==> src/rtl/fft_ctrl_pkg.sv <==
// Shared constants and types for the FFT frame controller.
package fft_ctrl_pkg;

  localparam int NFFT      = 4096;
  localparam int NFFT_LOG2 = $clog2(NFFT);
  localparam int MIN_BIN   = 1;

  localparam logic [15:0] CFG_WORD = 16'h0001;

  typedef enum logic {
    CFG = 1'b0,
    RUN = 1'b1
  } state_t;

  typedef logic [NFFT_LOG2-1:0] bin_t;
  typedef logic [31:0]          mag_t;

  localparam bin_t BIN_LAST = bin_t'(NFFT - 1);
  localparam bin_t BIN_MIN  = bin_t'(MIN_BIN);
  localparam bin_t BIN_HALF = bin_t'(NFFT / 2);

  // Only bins MIN_BIN..NFFT/2-1 compete for the peak: DC and the mirrored half are ignored.
  function automatic logic is_candidate(input bin_t b);
    return (b >= BIN_MIN) && (b < BIN_HALF);
  endfunction

endpackage

==> src/rtl/fft_frame_controller_if.sv <==
// AXI-stream style links between the frame controller and the FFT core.
//
// Handshake: every channel is valid/ready. A transfer happens on a rising clock
// edge where both valid and ready are high. Once valid is raised, the source
// holds valid, data and last unchanged until that transfer happens; ready may
// change freely and never depends combinationally on valid at the source.
interface fft_frame_controller_if;

  logic [15:0] cfg_tdata;
  logic        cfg_tvalid;
  logic        cfg_tready;

  logic [15:0] fft_s_tdata;
  logic        fft_s_tvalid;
  logic        fft_s_tlast;
  logic        fft_s_tready;

  logic [31:0] fft_m_tdata;
  logic        fft_m_tvalid;
  logic        fft_m_tlast;
  logic        fft_m_tready;

  // Controller side.
  modport master (
    output cfg_tdata, cfg_tvalid,
    input  cfg_tready,
    output fft_s_tdata, fft_s_tvalid, fft_s_tlast,
    input  fft_s_tready,
    input  fft_m_tdata, fft_m_tvalid, fft_m_tlast,
    output fft_m_tready
  );

  // FFT core side.
  modport slave (
    input  cfg_tdata, cfg_tvalid,
    output cfg_tready,
    input  fft_s_tdata, fft_s_tvalid, fft_s_tlast,
    output fft_s_tready,
    output fft_m_tdata, fft_m_tvalid, fft_m_tlast,
    input  fft_m_tready
  );

endinterface

==> src/rtl/fft_peak_tracker.sv <==
// Two-stage magnitude-squared and running-maximum tracker for the FFT output
// stream. Stage 1 squares real and imaginary parts, stage 2 sums, compares
// against the running maximum and publishes the result on the frame's last beat.
module fft_peak_tracker
  import fft_ctrl_pkg::*;
(
  input  logic        clk_in,
  input  logic        rst_in,
  input  logic        i_beat,
  input  logic        i_last,
  input  bin_t        i_bin,
  input  logic [31:0] i_data,
  output bin_t        o_peak_bin,
  output mag_t        o_peak_mag,
  output logic        o_peak_valid
);

  logic signed [31:0] w_re32;
  logic signed [31:0] w_im32;
  mag_t               w_sq_re;
  mag_t               w_sq_im;

  logic r_s1_valid;
  logic r_s1_last;
  logic r_s1_cand;
  bin_t r_s1_bin;
  mag_t r_s1_sq_re;
  mag_t r_s1_sq_im;

  logic r_fresh;
  mag_t r_max_mag;
  bin_t r_max_bin;

  mag_t w_sum;
  mag_t w_base_mag;
  bin_t w_base_bin;
  mag_t w_new_mag;
  bin_t w_new_bin;

  // Sign-extend to 32 bits so each square is formed at full width.
  assign w_re32  = {{16{i_data[15]}}, i_data[15:0]};
  assign w_im32  = {{16{i_data[31]}}, i_data[31:16]};
  assign w_sq_re = w_re32 * w_re32;
  assign w_sq_im = w_im32 * w_im32;

  // Stage 1: register the squares along with the bin bookkeeping.
  always_ff @(posedge clk_in) begin
    if (rst_in) begin
      r_s1_valid <= 1'b0;
      r_s1_last  <= 1'b0;
      r_s1_cand  <= 1'b0;
      r_s1_bin   <= '0;
      r_s1_sq_re <= '0;
      r_s1_sq_im <= '0;
    end else begin
      r_s1_valid <= i_beat;
      r_s1_last  <= i_beat & i_last;
      r_s1_cand  <= is_candidate(i_bin);
      r_s1_bin   <= i_bin;
      r_s1_sq_re <= w_sq_re;
      r_s1_sq_im <= w_sq_im;
    end
  end

  // Stage 2 compare: a fresh frame starts from 0 / MIN_BIN; strictly greater wins so ties keep the lowest bin.
  always_comb begin
    w_sum      = r_s1_sq_re + r_s1_sq_im;
    w_base_mag = r_fresh ? '0 : r_max_mag;
    w_base_bin = r_fresh ? BIN_MIN : r_max_bin;
    w_new_mag  = w_base_mag;
    w_new_bin  = w_base_bin;
    if (r_s1_cand && (w_sum > w_base_mag)) begin
      w_new_mag = w_sum;
      w_new_bin = r_s1_bin;
    end
  end

  // Stage 2 state: update the running max, or publish it and re-arm on the last beat.
  always_ff @(posedge clk_in) begin
    if (rst_in) begin
      r_fresh      <= 1'b1;
      r_max_mag    <= '0;
      r_max_bin    <= BIN_MIN;
      o_peak_bin   <= '0;
      o_peak_mag   <= '0;
      o_peak_valid <= 1'b0;
    end else begin
      o_peak_valid <= 1'b0;
      if (r_s1_valid) begin
        if (r_s1_last) begin
          o_peak_bin   <= w_new_bin;
          o_peak_mag   <= w_new_mag;
          o_peak_valid <= 1'b1;
          r_fresh      <= 1'b1;
        end else begin
          r_max_mag <= w_new_mag;
          r_max_bin <= w_new_bin;
          r_fresh   <= 1'b0;
        end
      end
    end
  end

endmodule

==> src/rtl/fft_frame_controller.sv <==
// Sequencer for the streaming FFT core: sends the one-time config word, frames
// the audio samples into input beats with tlast, and tracks the per-frame peak
// bin of the output stream.
module fft_frame_controller
  import fft_ctrl_pkg::*;
(
  input  logic                   clk_in,
  input  logic                   rst_in,
  input  logic [7:0]             sample_in,
  input  logic                   sample_valid,
  fft_frame_controller_if.master bus,
  output bin_t                   peak_bin,
  output mag_t                   peak_mag,
  output logic                   peak_valid,
  output logic                   overrun,
  output logic                   frame_err,
  output state_t                 dbg_state
);

  state_t r_state;
  state_t w_state_next;
  logic   r_cfg_arm;
  logic   w_cfg_tvalid;
  logic   w_run;

  logic       r_hold_valid;
  logic [7:0] r_hold_data;
  bin_t       r_in_cnt;
  logic       r_overrun;
  logic       w_s_accept;
  logic       w_load;
  logic       w_drop;

  bin_t r_bin_cnt;
  logic r_frame_err;
  logic w_m_beat;

  // FSM state register; r_cfg_arm keeps cfg_tvalid low in the cycle right after reset.
  always_ff @(posedge clk_in) begin
    if (rst_in) begin
      r_state   <= CFG;
      r_cfg_arm <= 1'b0;
    end else begin
      r_state   <= w_state_next;
      r_cfg_arm <= 1'b1;
    end
  end

  // FSM next state and outputs: CFG offers the config word until taken, RUN is terminal.
  always_comb begin
    w_state_next = r_state;
    w_cfg_tvalid = 1'b0;
    w_run        = 1'b0;
    case (r_state)
      CFG: begin
        w_cfg_tvalid = r_cfg_arm;
        if (w_cfg_tvalid && bus.cfg_tready) begin
          w_state_next = RUN;
        end
      end
      RUN: begin
        w_run = 1'b1;
      end
      default: begin
        w_state_next = CFG;
      end
    endcase
  end

  assign bus.cfg_tvalid   = w_cfg_tvalid;
  assign bus.cfg_tdata    = w_cfg_tvalid ? CFG_WORD : 16'h0000;
  assign bus.fft_m_tready = w_run;
  assign dbg_state        = r_state;

  // Input side: a sample may refill the holding register in the same cycle it drains.
  assign w_s_accept = r_hold_valid & bus.fft_s_tready;
  assign w_load     = w_run & sample_valid & (~r_hold_valid | w_s_accept);
  assign w_drop     = w_run & sample_valid & r_hold_valid & ~w_s_accept;

  // Holding register, input frame counter and sticky overrun.
  always_ff @(posedge clk_in) begin
    if (rst_in) begin
      r_hold_valid <= 1'b0;
      r_hold_data  <= '0;
      r_in_cnt     <= '0;
      r_overrun    <= 1'b0;
    end else begin
      if (w_load) begin
        r_hold_valid <= 1'b1;
        r_hold_data  <= sample_in;
      end else if (w_s_accept) begin
        r_hold_valid <= 1'b0;
      end
      if (w_s_accept) begin
        r_in_cnt <= r_in_cnt + bin_t'(1);
      end
      if (w_drop) begin
        r_overrun <= 1'b1;
      end
    end
  end

  // The counter only moves on acceptance, so tlast stays stable while a beat waits.
  assign bus.fft_s_tvalid = r_hold_valid;
  assign bus.fft_s_tdata  = {8'h00, r_hold_data};
  assign bus.fft_s_tlast  = r_hold_valid && (r_in_cnt == BIN_LAST);
  assign overrun          = r_overrun;

  assign w_m_beat = bus.fft_m_tvalid & w_run;

  // Output bin counter: resyncs to 0 on tlast; a misplaced or missing tlast sets frame_err.
  always_ff @(posedge clk_in) begin
    if (rst_in) begin
      r_bin_cnt   <= '0;
      r_frame_err <= 1'b0;
    end else if (w_m_beat) begin
      if (bus.fft_m_tlast) begin
        if (r_bin_cnt != BIN_LAST) begin
          r_frame_err <= 1'b1;
        end
        r_bin_cnt <= '0;
      end else begin
        if (r_bin_cnt == BIN_LAST) begin
          r_frame_err <= 1'b1;
        end
        r_bin_cnt <= r_bin_cnt + bin_t'(1);
      end
    end
  end

  assign frame_err = r_frame_err;

  fft_peak_tracker u_peak (
    .clk_in       (clk_in),
    .rst_in       (rst_in),
    .i_beat       (w_m_beat),
    .i_last       (bus.fft_m_tlast),
    .i_bin        (r_bin_cnt),
    .i_data       (bus.fft_m_tdata),
    .o_peak_bin   (peak_bin),
    .o_peak_mag   (peak_mag),
    .o_peak_valid (peak_valid)
  );

endmodule

==> src/flat_wrapper.sv <==
// flat-port wrapper written by rule: the top's interface ports become plain ports
module fft_frame_controller_flat import fft_ctrl_pkg::*;
  (clk_in, rst_in, sample_in, sample_valid, peak_bin, peak_mag, peak_valid, overrun, frame_err, dbg_state, bus_cfg_tdata, bus_cfg_tvalid, bus_cfg_tready, bus_fft_s_tdata, bus_fft_s_tvalid, bus_fft_s_tlast, bus_fft_s_tready, bus_fft_m_tdata, bus_fft_m_tvalid, bus_fft_m_tlast, bus_fft_m_tready);
  fft_frame_controller_if bus_i ();
  input  logic clk_in;
  input  logic rst_in;
  input  logic [7:0] sample_in;
  input  logic sample_valid;
  output bin_t peak_bin;
  output mag_t peak_mag;
  output logic peak_valid;
  output logic overrun;
  output logic frame_err;
  output state_t dbg_state;
  output wire logic [$bits(bus_i.cfg_tdata)-1:0] bus_cfg_tdata;
  output wire logic [$bits(bus_i.cfg_tvalid)-1:0] bus_cfg_tvalid;
  input wire logic [$bits(bus_i.cfg_tready)-1:0] bus_cfg_tready;
  output wire logic [$bits(bus_i.fft_s_tdata)-1:0] bus_fft_s_tdata;
  output wire logic [$bits(bus_i.fft_s_tvalid)-1:0] bus_fft_s_tvalid;
  output wire logic [$bits(bus_i.fft_s_tlast)-1:0] bus_fft_s_tlast;
  input wire logic [$bits(bus_i.fft_s_tready)-1:0] bus_fft_s_tready;
  input wire logic [$bits(bus_i.fft_m_tdata)-1:0] bus_fft_m_tdata;
  input wire logic [$bits(bus_i.fft_m_tvalid)-1:0] bus_fft_m_tvalid;
  input wire logic [$bits(bus_i.fft_m_tlast)-1:0] bus_fft_m_tlast;
  output wire logic [$bits(bus_i.fft_m_tready)-1:0] bus_fft_m_tready;
  assign bus_cfg_tdata = bus_i.cfg_tdata;
  assign bus_cfg_tvalid = bus_i.cfg_tvalid;
  assign bus_i.cfg_tready = bus_cfg_tready;
  assign bus_fft_s_tdata = bus_i.fft_s_tdata;
  assign bus_fft_s_tvalid = bus_i.fft_s_tvalid;
  assign bus_fft_s_tlast = bus_i.fft_s_tlast;
  assign bus_i.fft_s_tready = bus_fft_s_tready;
  assign bus_i.fft_m_tdata = bus_fft_m_tdata;
  assign bus_i.fft_m_tvalid = bus_fft_m_tvalid;
  assign bus_i.fft_m_tlast = bus_fft_m_tlast;
  assign bus_fft_m_tready = bus_i.fft_m_tready;
  fft_frame_controller u_core (.clk_in(clk_in), .rst_in(rst_in), .sample_in(sample_in), .sample_valid(sample_valid), .bus(bus_i), .peak_bin(peak_bin), .peak_mag(peak_mag), .peak_valid(peak_valid), .overrun(overrun), .frame_err(frame_err), .dbg_state(dbg_state));
endmodule
==> config.mk <==
export PLATFORM = sky130hd
export DESIGN_NAME = fft_frame_controller_flat
export DESIGN_NICKNAME = d
export VERILOG_FILES = /design/src/rtl/fft_ctrl_pkg.sv /design/src/rtl/fft_frame_controller_if.sv /design/src/rtl/fft_peak_tracker.sv /design/src/rtl/fft_frame_controller.sv /design/src/flat_wrapper.sv
export SDC_FILE = /design/constraint.sdc
export NUM_CORES = 2
export LEC_CHECK = 0
export CAP_MARGIN = 40
export CORE_MARGIN = 3
export CORE_UTILIZATION = 60
export DETAILED_ROUTE_END_ITERATION = 10
export GPL_ROUTABILITY_DRIVEN = 0
export MAX_ROUTING_LAYER = met4
export PLACE_DENSITY = 0.84
export SLEW_MARGIN = 5
export SYNTH_ARGS = -nofsm -noshare
export SYNTH_HDL_FRONTEND = slang
export SYNTH_SLANG_ARGS = --single-unit
==> constraint.sdc <==
create_clock -name clk_in -period 7.35 [get_ports clk_in]
set_input_delay 0.735 -clock clk_in [delete_from_list [all_inputs] [get_ports clk_in]]
set_output_delay 0.735 -clock clk_in [all_outputs]
set_load 0.01 [all_outputs]
==> qor.csv <==
metric,value,unit
status,completed,
synthArstFlopShare,0,
fin_crit,6900,ps
seq_area_frac_synth,0.153,
syn_area,26700,µm²
hold_viol,0,
design_area,29300,µm²
drv_cap,0,
antenna_found_initial,0,
arrival,7270,ps
grt_use_total,0.276,
hold_buffers,0,
hp-class,reg -> reg,
avgSynthCellArea,9.04,µm²
dieArea,47100,µm²
drive_gt1_frac,0.0434,
core,43600,µm²
rsz0062_at_grt,no,
dr.pass1.iters,8,
r2r_setup_slack,1030,ps
slowest_delay,730,ps
dp_hpwl,51300,µm
maxSlewViolCount,0,
ys_ff_latch,204,
yosys.area.top_type,fa_1,
cts_buffers,22,
diodes,0,
fp.dieH,217,µm
yosys_most_used_dff,dfxtp_1,
grt_remaining_overflow,0,
dp_slack,-17.5,ps
fin_crit_sh,0.938,
synth_area_leaders,"fa_1 (35%), dfxtp_1 (15%), ha_1 (11%), inv_1 (8.9%), nand2_1 (3.7%)",
cp_top_family,adder cells,
setup-violations-final,0,
slowest_stage,clkdlybuf4s50_1,
synthToLayoutAreaGrowth,9.66,%
h-tree-depth,1,
cpMostUsedCell,fa_1,
max_freq,145,MHz
start_util,0.614,
cts-root-buf,clkbuf_16,
post-route-util,0.673,
crit_required,7720,ps
routed_wl,61600,µm
yosysTopAreaCellShare,0.352,
syn_inst,2955,
ant_nets,0,
critPathBufInv,5,
via_per_inst,5.60,
fin_skew,22.6,ps
synth-edff-count,0,
grt_pass1_vias,22500,
post_dp_cell_area,28500,µm²
portBuffers,107,
ys.warnings.count,0,
num_vias,20400,
clkTransAtPathRegs,60,ps
cts.sinks,204,
cts_tree,yes,
nNetsFinal,3803,
first_iter_violations,1545,
io_pins,131,
tightest_slew,941,ps
cts-resized-gates,0,
critPathKind,in -> reg,
path_cells,"clkdlybuf4s50_1, inv_1, nor2_1, fa_1, fa_1, buf_4, fa_1, fa_1, fa_1, inv_1, fa_1, inv_1, ha_1, a21o_1, a21oi_1, o31ai_1, o21a_1, o31a_1, o21a_1, nor3_1, nor3_1",
crit_path_start_kind,primary input,
wl_per_cell,16.9,µm
nFillCells,3261,
slew_headroom,0.373,
critPathMaxFanout,9,
postCtsSetupBuffers,0,
drc_errors,0,
setup_slack,455,ps
crit_path_end_kind,flop,
die_x,217,µm
clkLatencyLatePin,530,ps
synth_cell_types,73,
grt_pass1_wl,104000,µm
cts_buffer_depth,3,
num_rows,76,
grt_max_degree,85,
-- flip-flops by register name (all words and copies together), names as in the netlist, 8 cells and up --
signal and count:
u_core.u_peak.o_peak_bin 12, u_core.r_in_cnt 12, u_core.u_peak.r_max_mag 32, u_core.u_peak.o_peak_mag 32, u_core.u_peak.r_max_bin 12, u_core.u_peak.r_s1_sq_im 31, u_core.u_peak.r_s1_bin 12, u_core.r_bin_cnt 12
u_core.r_hold_data 8, u_core.u_peak.r_s1_sq_re 31
-- synth_stat cells, types with 26 or more instances --
master    count
nor3_1       26
nor2_1      239
o21ai_0      77
xnor2_1      77
a21o_1       47
nor2b_1      33
dfxtp_1     204
ha_1        240
nand2_1     264
nand3_1      31
xor2_1       43
a22oi_1      41
fa_1        470
a21oi_1      94
clkbuf_1     84
and2_1       73
inv_1       635
-- worst paths after layout --
check,from,end,cells past startpoint
min reg2reg,u_core.u_peak.o_peak_bin[9],u_core.u_peak.o_peak_bin[9],2
max reg2reg,u_core.u_peak.r_s1_sq_re[4],u_core.u_peak.r_max_bin[0],20
max,bus_fft_m_tdata[15],u_core.u_peak.r_s1_sq_re[29],21
min,u_core.u_peak.o_peak_bin[9],u_core.u_peak.o_peak_bin[9],2
-- placed cells by master (no fill, tap or decap), types with 31 or more instances in the layout --
master,instances
a21o_1,47
a21oi_1,93
a22oi_1,41
and2_1,73
buf_4,63
clkdlybuf4s50_1,106
dfxtp_1,204
fa_1,470
ha_1,240
inv_1,635
nand2_1,264
nand3_1,31
nor2_1,239
nor2b_1,33
o21ai_0,77
xnor2_1,77
xor2_1,43
-- worst register-to-register path, cell delays in order, from the launching register on --
cell and delay, ps:
dfxtp_1 340, ha_1 330, o21ai_0 130, o21ai_1 230, a211o_1 240, nand2_2 110, o311ai_0 730, nand2_1 190
o2111ai_1 390, xor2_1 190, ha_1 340, nand4_1 160, nor3_1 340, nand4_1 240, o41ai_1 640, or2_1 230
o22ai_4 110, o21ai_2 480, buf_4 470, nor2b_1 180, o21ai_0 80
-- final cells by class --
type	instances	area, µm²	area share
inverters	635	2380	0.0813
flip-flops and latches	204	4080	0.139
repair buffers	171	1570	0.0535
clock inverters	13	164	0.00559
multi-input cells	2012	19800	0.674
well taps	585	732	0.0250
clock buffers	27	609	0.0208
-- logic make-up (layout without fill, tap and decap cells) --
| kind of cell | after synthesis | after routing | share of synthesized area |
|---|---|---|---|
| other cells | 1 | 23 | 0.000140 |
| compound gates | 386 | 386 | 0.0955 |
| simple gates | 756 | 756 | 0.129 |
| xor+xnor | 120 | 120 | 0.0393 |
| buf+inv | 761 | 846 | 0.112 |
| fa+ha+maj | 710 | 710 | 0.464 |
| mux | 17 | 17 | 0.00674 |
| flops | 204 | 204 | 0.153 |
-- per-layer routing --
| metal | track usage | up-vias | routed length, µm |
|---|---|---|---|
| li1 | - | 9286 | - |
| met1 | 0.325 | 10100 | 23300 |
| met2 | 0.489 | 789 | 32000 |
| met3 | 0.0310 | 220 | 3750 |
| met4 | 0.106 | 0 | 2630 |
| met5 | - | - | 0 |
-- stage by stage --
step	hold WS, ps	setup TNS (ps)	cells
after global routing	486	0	3647
after detailed placement	447	-17.5	3607
after floorplan	438	0	2977
after global placement	434	0	3605
after CTS	455	0	3647
final	450	0	3647
Power is left out: the tool's default activity adds up to more than one toggle a clock period on the data nets, which glitch-free logic cannot reach.
